File: src/rtl/stamp_counter_reg_master_if.sv
// Command, register-bus and response signals of the stamp counter register master.
// The master modport is the initiator's view; slave is the environment's view.
interface stamp_counter_reg_master_if #(
    parameter int unsigned DATA_WIDTH = 32,
    parameter int unsigned ADDR_WIDTH = 6,
    parameter int unsigned CNT_WIDTH  = 4
);
    logic                  cmd_valid;
    logic                  cmd_ready;
    logic                  cmd_rd_wr_L;
    logic [ADDR_WIDTH-1:0] cmd_addr;
    logic [DATA_WIDTH-1:0] cmd_wr_data;
    logic [CNT_WIDTH-1:0]  cmd_count;

    logic                  reg_req;
    logic                  reg_rd_wr_L;
    logic [ADDR_WIDTH-1:0] reg_addr;
    logic [DATA_WIDTH-1:0] reg_wr_data;
    logic [DATA_WIDTH-1:0] reg_rd_data;
    logic                  reg_ack;

    logic                  rsp_valid;
    logic                  rsp_ready;
    logic [DATA_WIDTH-1:0] rsp_data;
    logic                  rsp_timeout;
    logic                  rsp_last;

    logic                  busy;

    modport master (
        input  cmd_valid, cmd_rd_wr_L, cmd_addr, cmd_wr_data, cmd_count,
        output cmd_ready,
        output reg_req, reg_rd_wr_L, reg_addr, reg_wr_data,
        input  reg_rd_data, reg_ack,
        output rsp_valid, rsp_data, rsp_timeout, rsp_last,
        input  rsp_ready,
        output busy
    );

    modport slave (
        output cmd_valid, cmd_rd_wr_L, cmd_addr, cmd_wr_data, cmd_count,
        input  cmd_ready,
        input  reg_req, reg_rd_wr_L, reg_addr, reg_wr_data,
        output reg_rd_data, reg_ack,
        input  rsp_valid, rsp_data, rsp_timeout, rsp_last,
        output rsp_ready,
        input  busy
    );
endinterface

File: src/rtl/stamp_counter_reg_master.sv
// Register-bus initiator: turns single/burst commands into one req/ack transaction
// per word, with an ack timeout that substitutes 0xDEAD_BEEF for the lost beat.
module stamp_counter_reg_master #(
    parameter int unsigned DATA_WIDTH     = 32,
    parameter int unsigned ADDR_WIDTH     = 6,
    parameter int unsigned CNT_WIDTH      = 4,
    parameter int unsigned TIMEOUT_CYCLES = 255
) (
    input logic                        clk,
    input logic                        reset,
    stamp_counter_reg_master_if.master bus
);
    localparam int unsigned WAIT_W = $clog2(TIMEOUT_CYCLES + 1);
    localparam logic [DATA_WIDTH-1:0] TIMEOUT_DATA = DATA_WIDTH'(32'hDEAD_BEEF);

    typedef enum logic [1:0] {
        IDLE = 2'd0,
        REQ  = 2'd1,
        RSP  = 2'd2
    } state_t;

    state_t                state;
    logic [CNT_WIDTH-1:0]  beats_left;
    logic [WAIT_W-1:0]     wait_cnt;

    logic                  cmd_ready_q;
    logic                  busy_q;
    logic                  reg_req_q;
    logic                  reg_rd_wr_L_q;
    logic [ADDR_WIDTH-1:0] reg_addr_q;
    logic [DATA_WIDTH-1:0] reg_wr_data_q;
    logic                  rsp_valid_q;
    logic [DATA_WIDTH-1:0] rsp_data_q;
    logic                  rsp_timeout_q;
    logic                  rsp_last_q;

    // The ack seen in the first REQ cycle belongs to an earlier request edge.
    logic ack_ok_c;
    logic timed_out_c;
    assign ack_ok_c    = (wait_cnt != '0) && bus.reg_ack;
    assign timed_out_c = (wait_cnt == WAIT_W'(TIMEOUT_CYCLES));

    always_ff @(posedge clk) begin
        if (reset) begin
            state         <= IDLE;
            beats_left    <= '0;
            wait_cnt      <= '0;
            cmd_ready_q   <= 1'b1;
            busy_q        <= 1'b0;
            reg_req_q     <= 1'b0;
            reg_rd_wr_L_q <= 1'b1;
            reg_addr_q    <= '0;
            reg_wr_data_q <= '0;
            rsp_valid_q   <= 1'b0;
            rsp_data_q    <= '0;
            rsp_timeout_q <= 1'b0;
            rsp_last_q    <= 1'b0;
        end else begin
            case (state)
                IDLE: begin
                    if (bus.cmd_valid) begin
                        reg_addr_q    <= bus.cmd_addr;
                        reg_wr_data_q <= bus.cmd_wr_data;
                        reg_rd_wr_L_q <= bus.cmd_rd_wr_L;
                        beats_left    <= bus.cmd_count;
                        wait_cnt      <= '0;
                        reg_req_q     <= 1'b1;
                        cmd_ready_q   <= 1'b0;
                        busy_q        <= 1'b1;
                        state         <= REQ;
                    end
                end

                REQ: begin
                    if (ack_ok_c || timed_out_c) begin
                        // An ack arriving on the final wait cycle still wins.
                        rsp_data_q    <= ack_ok_c ? bus.reg_rd_data : TIMEOUT_DATA;
                        rsp_timeout_q <= !ack_ok_c;
                        rsp_last_q    <= (beats_left == '0);
                        rsp_valid_q   <= 1'b1;
                        reg_req_q     <= 1'b0;
                        state         <= RSP;
                    end else begin
                        wait_cnt <= wait_cnt + WAIT_W'(1);
                    end
                end

                RSP: begin
                    if (bus.rsp_ready) begin
                        rsp_valid_q <= 1'b0;
                        if (beats_left == '0) begin
                            cmd_ready_q <= 1'b1;
                            busy_q      <= 1'b0;
                            state       <= IDLE;
                        end else begin
                            reg_addr_q <= reg_addr_q + ADDR_WIDTH'(1);
                            beats_left <= beats_left - CNT_WIDTH'(1);
                            wait_cnt   <= '0;
                            reg_req_q  <= 1'b1;
                            state      <= REQ;
                        end
                    end
                end

                default: begin
                    reg_req_q   <= 1'b0;
                    rsp_valid_q <= 1'b0;
                    cmd_ready_q <= 1'b1;
                    busy_q      <= 1'b0;
                    state       <= IDLE;
                end
            endcase
        end
    end

    assign bus.cmd_ready   = cmd_ready_q;
    assign bus.busy        = busy_q;
    assign bus.reg_req     = reg_req_q;
    assign bus.reg_rd_wr_L = reg_rd_wr_L_q;
    assign bus.reg_addr    = reg_addr_q;
    assign bus.reg_wr_data = reg_wr_data_q;
    assign bus.rsp_valid   = rsp_valid_q;
    assign bus.rsp_data    = rsp_data_q;
    assign bus.rsp_timeout = rsp_timeout_q;
    assign bus.rsp_last    = rsp_last_q;
endmodule

File: src/flat_wrapper.sv
// flat-port wrapper written by rule: the top's interface ports become plain ports
module stamp_counter_reg_master_flat 
#(
    parameter int unsigned DATA_WIDTH     = 32,
    parameter int unsigned ADDR_WIDTH     = 6,
    parameter int unsigned CNT_WIDTH      = 4,
    parameter int unsigned TIMEOUT_CYCLES = 255
)
  (clk, reset, bus_cmd_valid, bus_cmd_rd_wr_L, bus_cmd_addr, bus_cmd_wr_data, bus_cmd_count, bus_cmd_ready, bus_reg_req, bus_reg_rd_wr_L, bus_reg_addr, bus_reg_wr_data, bus_reg_rd_data, bus_reg_ack, bus_rsp_valid, bus_rsp_data, bus_rsp_timeout, bus_rsp_last, bus_rsp_ready, bus_busy);
  stamp_counter_reg_master_if #(.DATA_WIDTH(DATA_WIDTH), .ADDR_WIDTH(ADDR_WIDTH), .CNT_WIDTH(CNT_WIDTH)) bus_i ();
  input logic clk;
  input logic reset;
  input wire logic [$bits(bus_i.cmd_valid)-1:0] bus_cmd_valid;
  input wire logic [$bits(bus_i.cmd_rd_wr_L)-1:0] bus_cmd_rd_wr_L;
  input wire logic [$bits(bus_i.cmd_addr)-1:0] bus_cmd_addr;
  input wire logic [$bits(bus_i.cmd_wr_data)-1:0] bus_cmd_wr_data;
  input wire logic [$bits(bus_i.cmd_count)-1:0] bus_cmd_count;
  output wire logic [$bits(bus_i.cmd_ready)-1:0] bus_cmd_ready;
  output wire logic [$bits(bus_i.reg_req)-1:0] bus_reg_req;
  output wire logic [$bits(bus_i.reg_rd_wr_L)-1:0] bus_reg_rd_wr_L;
  output wire logic [$bits(bus_i.reg_addr)-1:0] bus_reg_addr;
  output wire logic [$bits(bus_i.reg_wr_data)-1:0] bus_reg_wr_data;
  input wire logic [$bits(bus_i.reg_rd_data)-1:0] bus_reg_rd_data;
  input wire logic [$bits(bus_i.reg_ack)-1:0] bus_reg_ack;
  output wire logic [$bits(bus_i.rsp_valid)-1:0] bus_rsp_valid;
  output wire logic [$bits(bus_i.rsp_data)-1:0] bus_rsp_data;
  output wire logic [$bits(bus_i.rsp_timeout)-1:0] bus_rsp_timeout;
  output wire logic [$bits(bus_i.rsp_last)-1:0] bus_rsp_last;
  input wire logic [$bits(bus_i.rsp_ready)-1:0] bus_rsp_ready;
  output wire logic [$bits(bus_i.busy)-1:0] bus_busy;
  assign bus_i.cmd_valid = bus_cmd_valid;
  assign bus_i.cmd_rd_wr_L = bus_cmd_rd_wr_L;
  assign bus_i.cmd_addr = bus_cmd_addr;
  assign bus_i.cmd_wr_data = bus_cmd_wr_data;
  assign bus_i.cmd_count = bus_cmd_count;
  assign bus_cmd_ready = bus_i.cmd_ready;
  assign bus_reg_req = bus_i.reg_req;
  assign bus_reg_rd_wr_L = bus_i.reg_rd_wr_L;
  assign bus_reg_addr = bus_i.reg_addr;
  assign bus_reg_wr_data = bus_i.reg_wr_data;
  assign bus_i.reg_rd_data = bus_reg_rd_data;
  assign bus_i.reg_ack = bus_reg_ack;
  assign bus_rsp_valid = bus_i.rsp_valid;
  assign bus_rsp_data = bus_i.rsp_data;
  assign bus_rsp_timeout = bus_i.rsp_timeout;
  assign bus_rsp_last = bus_i.rsp_last;
  assign bus_i.rsp_ready = bus_rsp_ready;
  assign bus_busy = bus_i.busy;
  stamp_counter_reg_master #(.DATA_WIDTH(DATA_WIDTH), .ADDR_WIDTH(ADDR_WIDTH), .CNT_WIDTH(CNT_WIDTH), .TIMEOUT_CYCLES(TIMEOUT_CYCLES)) u_core (.clk(clk), .reset(reset), .bus(bus_i));
endmodule
File: config.mk
export PLATFORM = sky130hd
export DESIGN_NAME = stamp_counter_reg_master_flat
export DESIGN_NICKNAME = d
export VERILOG_FILES = /design/src/rtl/stamp_counter_reg_master_if.sv /design/src/rtl/stamp_counter_reg_master.sv /design/src/flat_wrapper.sv
export SDC_FILE = /design/constraint.sdc
export NUM_CORES = 1
export LEC_CHECK = 0
export ABC_CLOCK_PERIOD_IN_PS = 3110
export CORE_MARGIN = 10
export CORE_UTILIZATION = 45
export CTS_CLUSTER_SIZE = 10
export DETAILED_ROUTE_END_ITERATION = 12
export MAX_ROUTING_LAYER = met4
export PLACE_DENSITY_LB_ADDON = 0.08
export SLEW_MARGIN = 20
export SYNTH_ARGS = -nofsm -noshare
export SYNTH_HDL_FRONTEND = slang
export SYNTH_SLANG_ARGS = --single-unit
export TNS_END_PERCENT = 20
File: constraint.sdc
create_clock -name clk -period 3.11 [get_ports clk]
set_input_delay 0.4665 -clock clk [delete_from_list [all_inputs] [get_ports clk]]
set_output_delay 0.4665 -clock clk [all_outputs]
set_load 0.05 [all_outputs]
==> key figures, run 1 <==
Run status
  – Outcome: finished, final reports clean

Worst hold path
  – Hold Path Cell Cnt: 2
  – Worst Hold Class: reg2reg
  – Worst hold start: u_core.bus.reg_wr_data[24]$_SDFFE_PP0P_

Place
  – I/O Buffers: 156
  – Gp weighted congestion: 0.9041
  – Half-perimeter wire length after detailed placement: 8.485 mm

Logic synthesis
  – Syn Area/Cell: 8.950 sq um
  – EDFF count, synth: 0
  – Top_reg_cell synth: dfxtp_1
  – Post-synthesis cell area: 3616 sq um
  – Syn Inst Count: 404
  – Unique masters post-synth: 48
  – Sequential element share of the synthesized area: 0.5038
  – Register bit total from synthesis: 91
  – Warning count from the yosys run: 0
  – Post-Syn Nets: 488
  – Async S/R FF share, synth: 0

Clock network
  – Longest Clk Path Bufs: 2
  – Clock root cell: clkbuf_8
  – Sink Count: 91
  – PostCTS Resize Cnt: 0
  – Num CTS Buffers: 9
  – Postcts setup bufs: 0
  – H-tree Lvls: 3
  – CTS Hold Bufs: 0
  – Clock transition at the registers of the reported paths: 0.10 ns
  – CTS tree: yes
  – Skew-Pair Late Insertion Delay: 0.36 ns

Timing
  – Slew Limit Fails: 0
  – RSZ-0062 raised after global routing: false
  – Highest Clock Rate: 389.4 MHz
  – Period utilization: 0.8257
  – Slew margin rel.: 0.4803
  – Final Critical Period: 2.568 ns
  – Setup tns final: 0 ns
  – Max Clock Skew: 0.01048 ns
  – Fin. Hold Viols: 0
  – Final Setup Violations: 0
  – Worst-margin pin slew: 0.7783 ns

Detailed routing
  – Via count: 3,520
  – Post-route ant nets: 0
  – DR vias/cell: 5.415
  – Initial DRC count: 233
  – Drt total wl: 11.65 mm
  – DR WL/cell: 17.92 microns
  – Total iterations of the first detailed-routing run: 5
  – DR DRC count: 0

Floorplan
  – Overall die area: 12,020 sq um
  – Starting Density: 0.4655
  – # rows: 32
  – Die Y: 109.6 microns
  – Area of the core: 7767 sq um
  – Ports: 157
  – Die W: 109.6 microns

Worst setup path
  – CP Launch Type: flip-flop
  – Critical path class: reg2reg
  – Setup crit start: u_core.state[0]$_SDFFE_PP0P_
  – Worst path cell trace: nor2b_1 -> o21ai_0 -> or4_1 -> a211oi_1
  – CP peak stage delay: 0.69 ns
  – Worst reg-to-reg path cell count: 4
  – RR Startpoint: u_core.state[0]$_SDFFE_PP0P_
  – Crit path max fanout: 18
  – Internal reg-to-reg setup slack: 0.54 ns
  – Buffers & Inverters on Critical Path: 0
  – Cell depth of the worst setup path: 4
  – Critical Path Slowest Stage Cell: dfxtp_1
  – Worst path top cell family by delay: simple AND/OR/NAND/NOR gates
  – CP arrival: 2.84 ns
  – CP Capture Type: flip-flop
  – Data required time of the worst path: 3.38 ns

Cells and area
  – Fin nets: 627
  – Commonest non-fill, non-tap cell in the layout: clkdlybuf4s50_1
  – Commonest cells after routing, fill and taps aside: clkdlybuf4s50_1 (155), dfxtp_1 (91), nand2_1 (87)
  – Layout area overhead: 49.13%
  – Antenna Cells: 0
  – Share of cells above drive strength 1: 0.09854

Global routing
  – Vias in the first global route: 3,306
  – Initial antenna violation count: 0
  – Pin count of the biggest net entering global routing: 63
  – Global Route Usage Sum: 0.1926
  – Global route total overflow: 0
  – First-pass GRT wire length: 17.86 mm

Power
  – PD cells: 489.6 nW/um^2
  – Pleak: 1.938 nW
  – Final Power: 2.640 mW
  – Peak supply drop: 294.9 uV

Run
  – MaxCap Viol Count: 0
cells by family (layout without fill, tap and decap cells):
family	Yosys count	count (layout)	synth area share
flip-flops	91	91	0.5038
buffers and inverters	49	193	0.05536
AO/OA/AOI/OAI	125	125	0.2578
AND/OR/NAND/NOR	133	133	0.1637
multiplexers	2	2	0.005537
adder cells (fa/ha/maj)	4	4	0.01384
per-layer routing:
metal | routed length [microns] | share of wire | GRT usage
met1 | 5119 | 0.44 | 0.2408
met2 | 5667 | 0.49 | 0.3101
met3 | 734 | 0.063 | 0.03394
met4 | 123 | 0.011 | 0.06041
met5 | 0 | 0 | -
path summary, 6_finish.rpt:
check | endpoint
max | u_core.wait_cnt[5]$_SDFFE_PP0P_
min | u_core.bus.reg_wr_data[24]$_SDFFE_PP0P_
max reg2reg | u_core.wait_cnt[5]$_SDFFE_PP0P_
min reg2reg | u_core.bus.reg_wr_data[24]$_SDFFE_PP0P_
through the flow:
stage	hold slack [ns]	util	instance area, sq um	worst slack, ns	cells
floorplan	0.4632	-	3616	1.066	404
global placement	0.4363	0.6691	5197	0.5318	634
detailed placement	0.4395	0.6693	5199	0.6470	634
CTS	0.4593	0.6943	5393	0.6038	650
global route	0.4748	0.6943	5393	0.2300	650
finish	0.4579	0.6943	5393	0.5420	650
synthesized netlist by cell type (2+ instances only):
cell	number	area share
dfxtp_1	91	0.50
nor3b_1	3	0.0062
nand4_1	3	0.0052
nand2_1	87	0.090
nand2b_1	2	0.0035
o31ai_1	5	0.010
mux2i_1	2	0.0055
o221ai_1	3	0.0073
o211a_1	2	0.0055
clkbuf_1	25	0.026
a31oi_1	4	0.0069
nand3_1	11	0.015
o21a_1	2	0.0042
buf_2	7	0.0097
o311ai_0	3	0.0073
o32ai_1	12	0.029
o221a_2	24	0.075
a211oi_1	5	0.010
a21oi_1	46	0.064
inv_2	2	0.0021
ha_1	4	0.014
o21ai_0	6	0.0083
and3_1	2	0.0035
nor2_1	9	0.0093
o211ai_1	2	0.0042
nor3_1	3	0.0042
inv_1	14	0.015
or4_1	3	0.0062
a221oi_1	2	0.0048
nor4_1	2	0.0035
report_power, final:
group          internal [mW]  switching, mW  leakage, nW  total, mW
sequential              1.22         0.0397        0.742       1.26
combinational          0.237          0.351         1.10      0.588
clock                  0.331          0.458       0.0973      0.789
worst reg2reg max path, stage by stage, from the launching register on:
cell and delay (ns):
dfxtp_1 0.69, nor2b_1 0.57, o21ai_0 0.41, or4_1 0.56
a211oi_1 0.25
final cells by class:
| cell class | count | area (sq um) |
|---|---|---|
| timing repair buffer | 161 | 1594 |
| clock buffer | 10 | 137.6 |
| multi-input combinational | 264 | 1595 |
| clock inverter | 6 | 56.30 |
| tap | 102 | 127.6 |
| sequential | 91 | 1822 |
| inverter | 16 | 60.06 |
| fill | 624 | 2375 |
state kept, by name, indices dropped and copies added (netlist names):
register                flops
u_core.bus.reg_rd_wr_L      1
u_core.bus.rsp_data        32
u_core.bus.reg_wr_data     32
u_core.beats_left           4
u_core.state                2
u_core.bus.reg_addr         6
u_core.bus.rsp_last         1
u_core.wait_cnt             8
u_core.bus.rsp_timeout      1
u_core.bus.cmd_ready        1
u_core.bus.reg_req          1
u_core.bus.busy             1
u_core.bus.rsp_valid        1
Power figures use the tool's default switching activity.
==> inputs of run 2 (changes only) <==
--- a/config.mk
+++ b/config.mk
@@ -5,9 +5,9 @@
 export SDC_FILE = /design/constraint.sdc
 export NUM_CORES = 1
 export LEC_CHECK = 0
-export ABC_CLOCK_PERIOD_IN_PS = 3110
+export ABC_CLOCK_PERIOD_IN_PS = 2450
 export CORE_MARGIN = 10
-export CORE_UTILIZATION = 45
+export CORE_UTILIZATION = 42
 export CTS_CLUSTER_SIZE = 10
 export DETAILED_ROUTE_END_ITERATION = 12
 export MAX_ROUTING_LAYER = met4
==> constraint.sdc (replaced) <==
create_clock -name clk -period 2.45 [get_ports clk]
set_input_delay 0.3675 -clock clk [delete_from_list [all_inputs] [get_ports clk]]
set_output_delay 0.3675 -clock clk [all_outputs]
set_load 0.05 [all_outputs]
==> run 2 against run 1 <==
  * Maximum frequency is 15% higher
  * Via count grew 0.40%
  * Sequential cell count is the same
  * Count of clock-buffer cells in the layout is 1 lower
  * Core utilization decreased by 3.8 points
  * Combinational power grew 29%
  * Critical path type unchanged
  * Largest cell class unchanged
==> key figures, run 2 (synthesis results as in run 1) <==
Worst setup path
  – Buffers & Inverters on Critical Path: 2
  – CP Launch Type: flip-flop
  – Critical path class: reg2reg
  – Internal reg-to-reg setup slack: 0.23 ns
  – CP Capture Type: flip-flop
  – RR Startpoint: u_core.wait_cnt[0]$_SDFFE_PP0P_
  – Data required time of the worst path: 2.69 ns
  – FF-to-FF End: u_core.bus.rsp_data[13]$_SDFFE_PP0P_
  – Worst path cell trace: inv_1 -> ha_1 -> or4b_1 -> o21a_2 -> o21a_1 -> buf_4 -> o221a_2
  – Worst reg-to-reg path cell count: 7
  – Worst path top cell family by delay: compound AO/OA/AOI/OAI gates
  – Critical Path Slowest Stage Cell: or4b_1
  – CP arrival: 2.46 ns
  – CP peak stage delay: 0.46 ns
  – Crit path max fanout: 34

Cells and area
  – Share of cells above drive strength 1: 0.1065
  – Commonest non-fill, non-tap cell in the layout: clkdlybuf4s50_1
  – Area of the multi-input gates: 1594 sq um
  – Fillers: 720
  – Sequential cell area: 1822 sq um
  – Layout area overhead: 50.52%
  – Fin nets: 634
  – Antenna Cells: 0
  – Commonest cells after routing, fill and taps aside: clkdlybuf4s50_1 (155), dfxtp_1 (91), nand2_1 (87)
  – Non-Filler Cell Area, Final: 5443 sq um

Timing
  – RSZ-0062 raised after global routing: false
  – Period utilization: 0.9077
  – Final Critical Period: 2.224 ns
  – Max Clock Skew: 0.01502 ns
  – Slew margin rel.: 0.5475
  – Setup tns final: 0 ns
  – Slew Limit Fails: 0
  – Fin. Hold Viols: 0
  – Final Setup Violations: 0
  – Worst-margin pin slew: 0.6716 ns
  – Highest Clock Rate: 449.7 MHz

Run status
  – Outcome: finished, final reports clean

Place
  – I/O Buffers: 156
  – Half-perimeter wire length after detailed placement: 8.446 mm
  – Post-DP Area: 5254 sq um
  – Gp weighted congestion: 0.8375

Power
  – Logic gate share of total power: 0.227
  – Pleak: 1.968 nW
  – Net Sw Power: 1.017 mW
  – Power Internal: 2.329 mW
  – Peak supply drop: 315.8 uV
  – Switching part of the total power: 0.3039
  – Reg power frac: 0.478
  – Clk pwr share: 0.295
  – PD cells: 614.7 nW/um^2

Clock network
  – Sink Count: 91
  – Num CTS Buffers: 9
  – Postcts setup bufs: 0
  – PostCTS Resize Cnt: 0
  – Clock root cell: clkbuf_8
  – Longest Clk Path Bufs: 2
  – H-tree Lvls: 3
  – CTS Hold Bufs: 0
  – CTS tree: yes
  – Clock transition at the registers of the reported paths: 0.09 ns
  – Skew-Pair Late Insertion Delay: 0.35 ns

Worst hold path
  – Hold Path End: u_core.bus.reg_rd_wr_L$_SDFFE_PP1P_
  – Worst Hold Class: in2reg
  – Hold Path Cell Cnt: 3
  – Worst hold start: reset

Global routing
  – Pin count of the biggest net entering global routing: 63
  – First-pass GRT wire length: 18.11 mm
  – Global route total overflow: 0
  – Global Route Usage Sum: 0.1756
  – Initial antenna violation count: 0
  – Vias in the first global route: 3,381

Detailed routing
  – DR WL/cell: 17.45 microns
  – Initial DRC count: 259
  – Via count: 3,534
  – Total iterations of the first detailed-routing run: 4
  – DR DRC count: 0
  – Post-route ant nets: 0
  – Drt total wl: 11.50 mm
  – DR vias/cell: 5.363

Floorplan
  – Ports: 157
  – Area of the core: 8299 sq um
  – Overall die area: 12,720 sq um
  – Die Y: 112.8 microns
  – Die W: 112.8 microns
  – # rows: 33
  – Starting Density: 0.4357

Run
  – MaxCap Viol Count: 0
## run 2: changes by cell type in the layout (fill, tap and decap cells not counted)
| cell | before | now |
|---|---|---|
| buf_4 | 5 | 12 |
| bufinv_16 | 0 | 1 |
| clkbuf_8 | 10 | 9 |
| clkinv_2 | 0 | 2 |
| inv_6 | 2 | 1 |
| inv_8 | 2 | 0 |
| o21a_1 | 1 | 2 |
| o21a_2 | 2 | 1 |
## run 2: power groups by stage
stage	registers, mW	logic (mW)	clock network [mW]
after floorplan	1.85	0.218	0
after global routing	1.61	0.806	1.07
after detailed placement	1.63	0.761	0
after CTS	1.60	0.764	1.01
after global placement	1.63	0.752	0
final	1.60	0.760	0.985
## run 2: per-layer routing
layer  vias to the layer above  global-route usage  share of wire
li1                       1758                   -              -
met1                      1624              0.2176           0.44
met2                       137              0.2757           0.48
met3                        15             0.04068          0.070
met4                         0             0.05838          0.017
met5                         -                   -              0
## run 2: through the flow
step	hold WS, ns	std cells	total power, mW	utilization	worst slack, ns
global route	0.4422	659	3.492	0.6558	0.1071
floorplan	0.4632	404	2.068	-	0.4062
finish	0.4271	659	3.346	0.6558	0.2262
CTS	0.4192	659	3.379	0.6558	0.2335
global placement	0.4402	644	2.383	0.6330	0.3362
detailed placement	0.4455	644	2.396	0.6330	0.2546
## run 2: how the worst max path moves through the flow
| stage | from | to | slack [ns] | depth (start not counted) |
|---|---|---|---|---|
| after floorplan | u_core.wait_cnt[0]$_SDFFE_PP0P_ | u_core.bus.rsp_data[0]$_SDFFE_PP0P_ | 0.41 | 8 |
| final | u_core.wait_cnt[0]$_SDFFE_PP0P_ | u_core.bus.rsp_data[13]$_SDFFE_PP0P_ | 0.23 | 7 |
| after global routing | u_core.beats_left[0]$_SDFFE_PP0P_ | u_core.wait_cnt[1]$_SDFFE_PP0P_ | 0.11 | 7 |
| after detailed placement | u_core.wait_cnt[0]$_SDFFE_PP0P_ | u_core.bus.rsp_data[16]$_SDFFE_PP0P_ | 0.25 | 7 |
| after global placement | u_core.wait_cnt[0]$_SDFFE_PP0P_ | u_core.bus.rsp_data[0]$_SDFFE_PP0P_ | 0.34 | 7 |
| after CTS | u_core.wait_cnt[0]$_SDFFE_PP0P_ | u_core.bus.rsp_data[13]$_SDFFE_PP0P_ | 0.23 | 7 |
## run 2: layout make-up
type,instances,share of cell area
multi-input cells,264,0.2929
repair buffers,168,0.3025
clock inverters,6,0.01195
well taps,105,0.02414
inverters,16,0.01103
clock buffers,9,0.02276
flip-flops and latches,91,0.3347
## run 2: worst reg2reg max path, delay by kind of cell (launching register included)
kind            cells  cell delay, ns
simple gates        1            0.46
compound gates      3            0.84
fa+ha+maj           1            0.16
buf+inv             2            0.34
flops               1            0.33
==> inputs of run 3 (changes only) <==
--- a/config.mk
+++ b/config.mk
@@ -5,9 +5,9 @@
 export SDC_FILE = /design/constraint.sdc
 export NUM_CORES = 1
 export LEC_CHECK = 0
-export ABC_CLOCK_PERIOD_IN_PS = 2450
+export ABC_CLOCK_PERIOD_IN_PS = 2650
 export CORE_MARGIN = 10
-export CORE_UTILIZATION = 42
+export CORE_UTILIZATION = 45
 export CTS_CLUSTER_SIZE = 10
 export DETAILED_ROUTE_END_ITERATION = 12
 export MAX_ROUTING_LAYER = met4
==> constraint.sdc (replaced) <==
create_clock -name clk -period 2.65 [get_ports clk]
set_input_delay 0.3975 -clock clk [delete_from_list [all_inputs] [get_ports clk]]
set_output_delay 0.3975 -clock clk [all_outputs]
set_load 0.05 [all_outputs]
==> run 3 against run 2 <==
  * Sequential power shrank 8%
  * Clock power fell by 5.9%
  * Die area decreased by 5.5%
  * Wire length up 0.52%
  * Non-clock buffer count is the same
  * Sequential cell count is the same
  * Via count rose by 0.34%
  * Sequential share of layout area stayed put
  * Final area unchanged
  * Critical path type unchanged
  * Global-route usage increased by 1.6 points
==> key figures, run 3 (synthesis results as in run 1) <==
Run status
  – Outcome: finished, final reports clean

Timing
  – Worst-margin pin slew: 0.6682 ns
  – Period utilization: 0.8294
  – Max Clock Skew: 0.01094 ns
  – Final Critical Period: 2.198 ns
  – Highest Clock Rate: 455.0 MHz
  – RSZ-0062 raised after global routing: false
  – Final Setup Violations: 0
  – Slew Limit Fails: 0
  – Slew margin rel.: 0.5545
  – Setup tns final: 0 ns
  – Final WS setup: 0.4521 ns
  – Fin. Hold Viols: 0

Global routing
  – GRT met1 Usage: 0.2417
  – Global route total overflow: 0
  – GR Util met2: 0.3075
  – Vias in the first global route: 3,293
  – First-pass GRT wire length: 17.97 mm
  – Pin count of the biggest net entering global routing: 63
  – Global Route Usage Sum: 0.1913
  – Global Route met3 Usage: 0.03628
  – Initial antenna violation count: 0
  – GRT busiest layer: met2

Floorplan
  – Die W: 109.6 microns
  – # rows: 32
  – Die Y: 109.6 microns
  – Starting Density: 0.4655
  – Area of the core: 7767 sq um
  – Overall die area: 12,020 sq um
  – Ports: 157

Detailed routing
  – DR WL/cell: 17.59 microns
  – Post-route ant nets: 0
  – Initial DRC count: 205
  – DR vias/cell: 5.397
  – Total iterations of the first detailed-routing run: 4
  – Via count: 3,546
  – DR DRC count: 0
  – Drt total wl: 11.56 mm

Clock network
  – Num CTS Buffers: 9
  – PostCTS Resize Cnt: 0
  – Skew-Pair Late Insertion Delay: 0.35 ns
  – Longest Clk Path Bufs: 2
  – CTS tree: yes
  – Postcts setup bufs: 0
  – CTS Hold Bufs: 0
  – Clock root cell: clkbuf_8
  – H-tree Lvls: 3
  – Sink Count: 91
  – Clock transition at the registers of the reported paths: 0.09 ns

Place
  – Gp weighted congestion: 0.8708
  – I/O Buffers: 156
  – Pre-CTS WS: 0.4796 ns
  – Post-Place Cells: 641
  – Half-perimeter wire length after detailed placement: 8.435 mm
  – Post-DP Area: 5250 sq um

Cells and area
  – Antenna Cells: 0
  – Fin nets: 634
  – Layout Cells excl Fill: 657
  – Layout area overhead: 50.52%
  – Share of cells above drive strength 1: 0.1063
  – Fin util: 0.7007
  – Commonest non-fill, non-tap cell in the layout: clkdlybuf4s50_1
  – Non-Filler Cell Area, Final: 5443 sq um
  – Commonest cells after routing, fill and taps aside: clkdlybuf4s50_1 (155), dfxtp_1 (91), nand2_1 (87)

Worst setup path
  – Crit path max fanout: 34
  – Buffers & Inverters on Critical Path: 2
  – CP peak stage delay: 0.45 ns
  – Worst reg-to-reg path cell count: 7
  – Cell depth of the worst setup path: 7
  – FF-to-FF End: u_core.bus.rsp_data[13]$_SDFFE_PP0P_
  – Setup crit start: u_core.wait_cnt[0]$_SDFFE_PP0P_
  – Worst path top cell family by delay: compound AO/OA/AOI/OAI gates
  – CP Launch Type: flip-flop
  – CP arrival: 2.44 ns
  – RR Startpoint: u_core.wait_cnt[0]$_SDFFE_PP0P_
  – Critical Path Slowest Stage Cell: or4b_1
  – CP Capture Point: u_core.bus.rsp_data[13]$_SDFFE_PP0P_
  – CP Capture Type: flip-flop
  – Worst path cell trace: inv_1 -> ha_1 -> or4b_1 -> o21a_2 -> o21a_1 -> buf_4 -> o221a_2
  – Internal reg-to-reg setup slack: 0.45 ns
  – Data required time of the worst path: 2.89 ns
  – Critical path class: reg2reg

Power
  – Pleak: 1.971 nW
  – Peak supply drop: 269.1 uV
  – Net Sw Power: 0.9475 mW
  – PD cells: 570.8 nW/um^2
  – Clk pwr share: 0.298
  – Power Internal: 2.159 mW
  – Reg power frac: 0.475
  – Switching part of the total power: 0.3050
  – Logic gate share of total power: 0.227

Worst hold path
  – Worst Hold Class: reg2reg

Run
  – MaxCap Viol Count: 0
[run 3: cell types whose count changed in the layout (fill, tap and decap cells not counted)]
cell	delta
clkbuf_1	+1
[run 3: power by group through the flow]
| stage | registers (mW) | logic, mW | clock network [mW] |
|---|---|---|---|
| 3_5_place_dp | 1.51 | 0.705 | 0 |
| 2_1_floorplan | 1.71 | 0.201 | 0 |
| 4_1_cts | 1.48 | 0.708 | 0.953 |
| 5_1_grt | 1.48 | 0.752 | 1.02 |
| 3_3_place_gp | 1.51 | 0.695 | 0 |
| 6_report | 1.48 | 0.704 | 0.927 |
[run 3: worst min-delay path: cells and delay by family (launching register included)]
kind | cells | cell delay [ns]
DFF | 1 | 0.32
and+or+nand+nor | 1 | 0.05
AOI/OAI and AO/OA | 1 | 0.05
[run 3: layout make-up]
class | instances | area (sq um)
timing repair buffer | 168 | 1647
clock buffer | 10 | 127.6
inverter | 16 | 60.06
multi-input combinational | 264 | 1594
tap | 102 | 127.6
sequential | 91 | 1822
clock inverter | 6 | 65.06
fill | 643 | 2325
[run 3: how the worst min path moves through the flow]
stage               cells past startpoint                                       to  slack, ns                               startpoint
global route                            1        u_core.bus.cmd_ready$_SDFFE_PP1P_       0.47        u_core.bus.cmd_ready$_SDFFE_PP1P_
CTS                                     2   u_core.bus.reg_wr_data[1]$_SDFFE_PP0P_       0.46   u_core.bus.reg_wr_data[1]$_SDFFE_PP0P_
detailed placement                      1        u_core.bus.cmd_ready$_SDFFE_PP1P_       0.44        u_core.bus.cmd_ready$_SDFFE_PP1P_
floorplan                               2        u_core.beats_left[1]$_SDFFE_PP0P_       0.46        u_core.beats_left[1]$_SDFFE_PP0P_
global placement                        1        u_core.bus.cmd_ready$_SDFFE_PP1P_       0.44        u_core.bus.cmd_ready$_SDFFE_PP1P_
finish                                  2  u_core.bus.reg_wr_data[29]$_SDFFE_PP0P_       0.46  u_core.bus.reg_wr_data[29]$_SDFFE_PP0P_
[run 3: metal layers]
metal,up-vias,wire (microns)
li1,1760,-
met1,1669,4979
met2,105,5710
met3,12,743
met4,0,126
met5,-,0
[run 3: per-stage QoR]
stage / hold slack [ns] / power, mW
6_report: 0.4566 / 3.107
5_1_grt: 0.4680 / 3.256
4_1_cts: 0.4598 / 3.137
3_5_place_dp: 0.4405 / 2.213
3_3_place_gp: 0.4372 / 2.201
2_1_floorplan: 0.4632 / 1.912
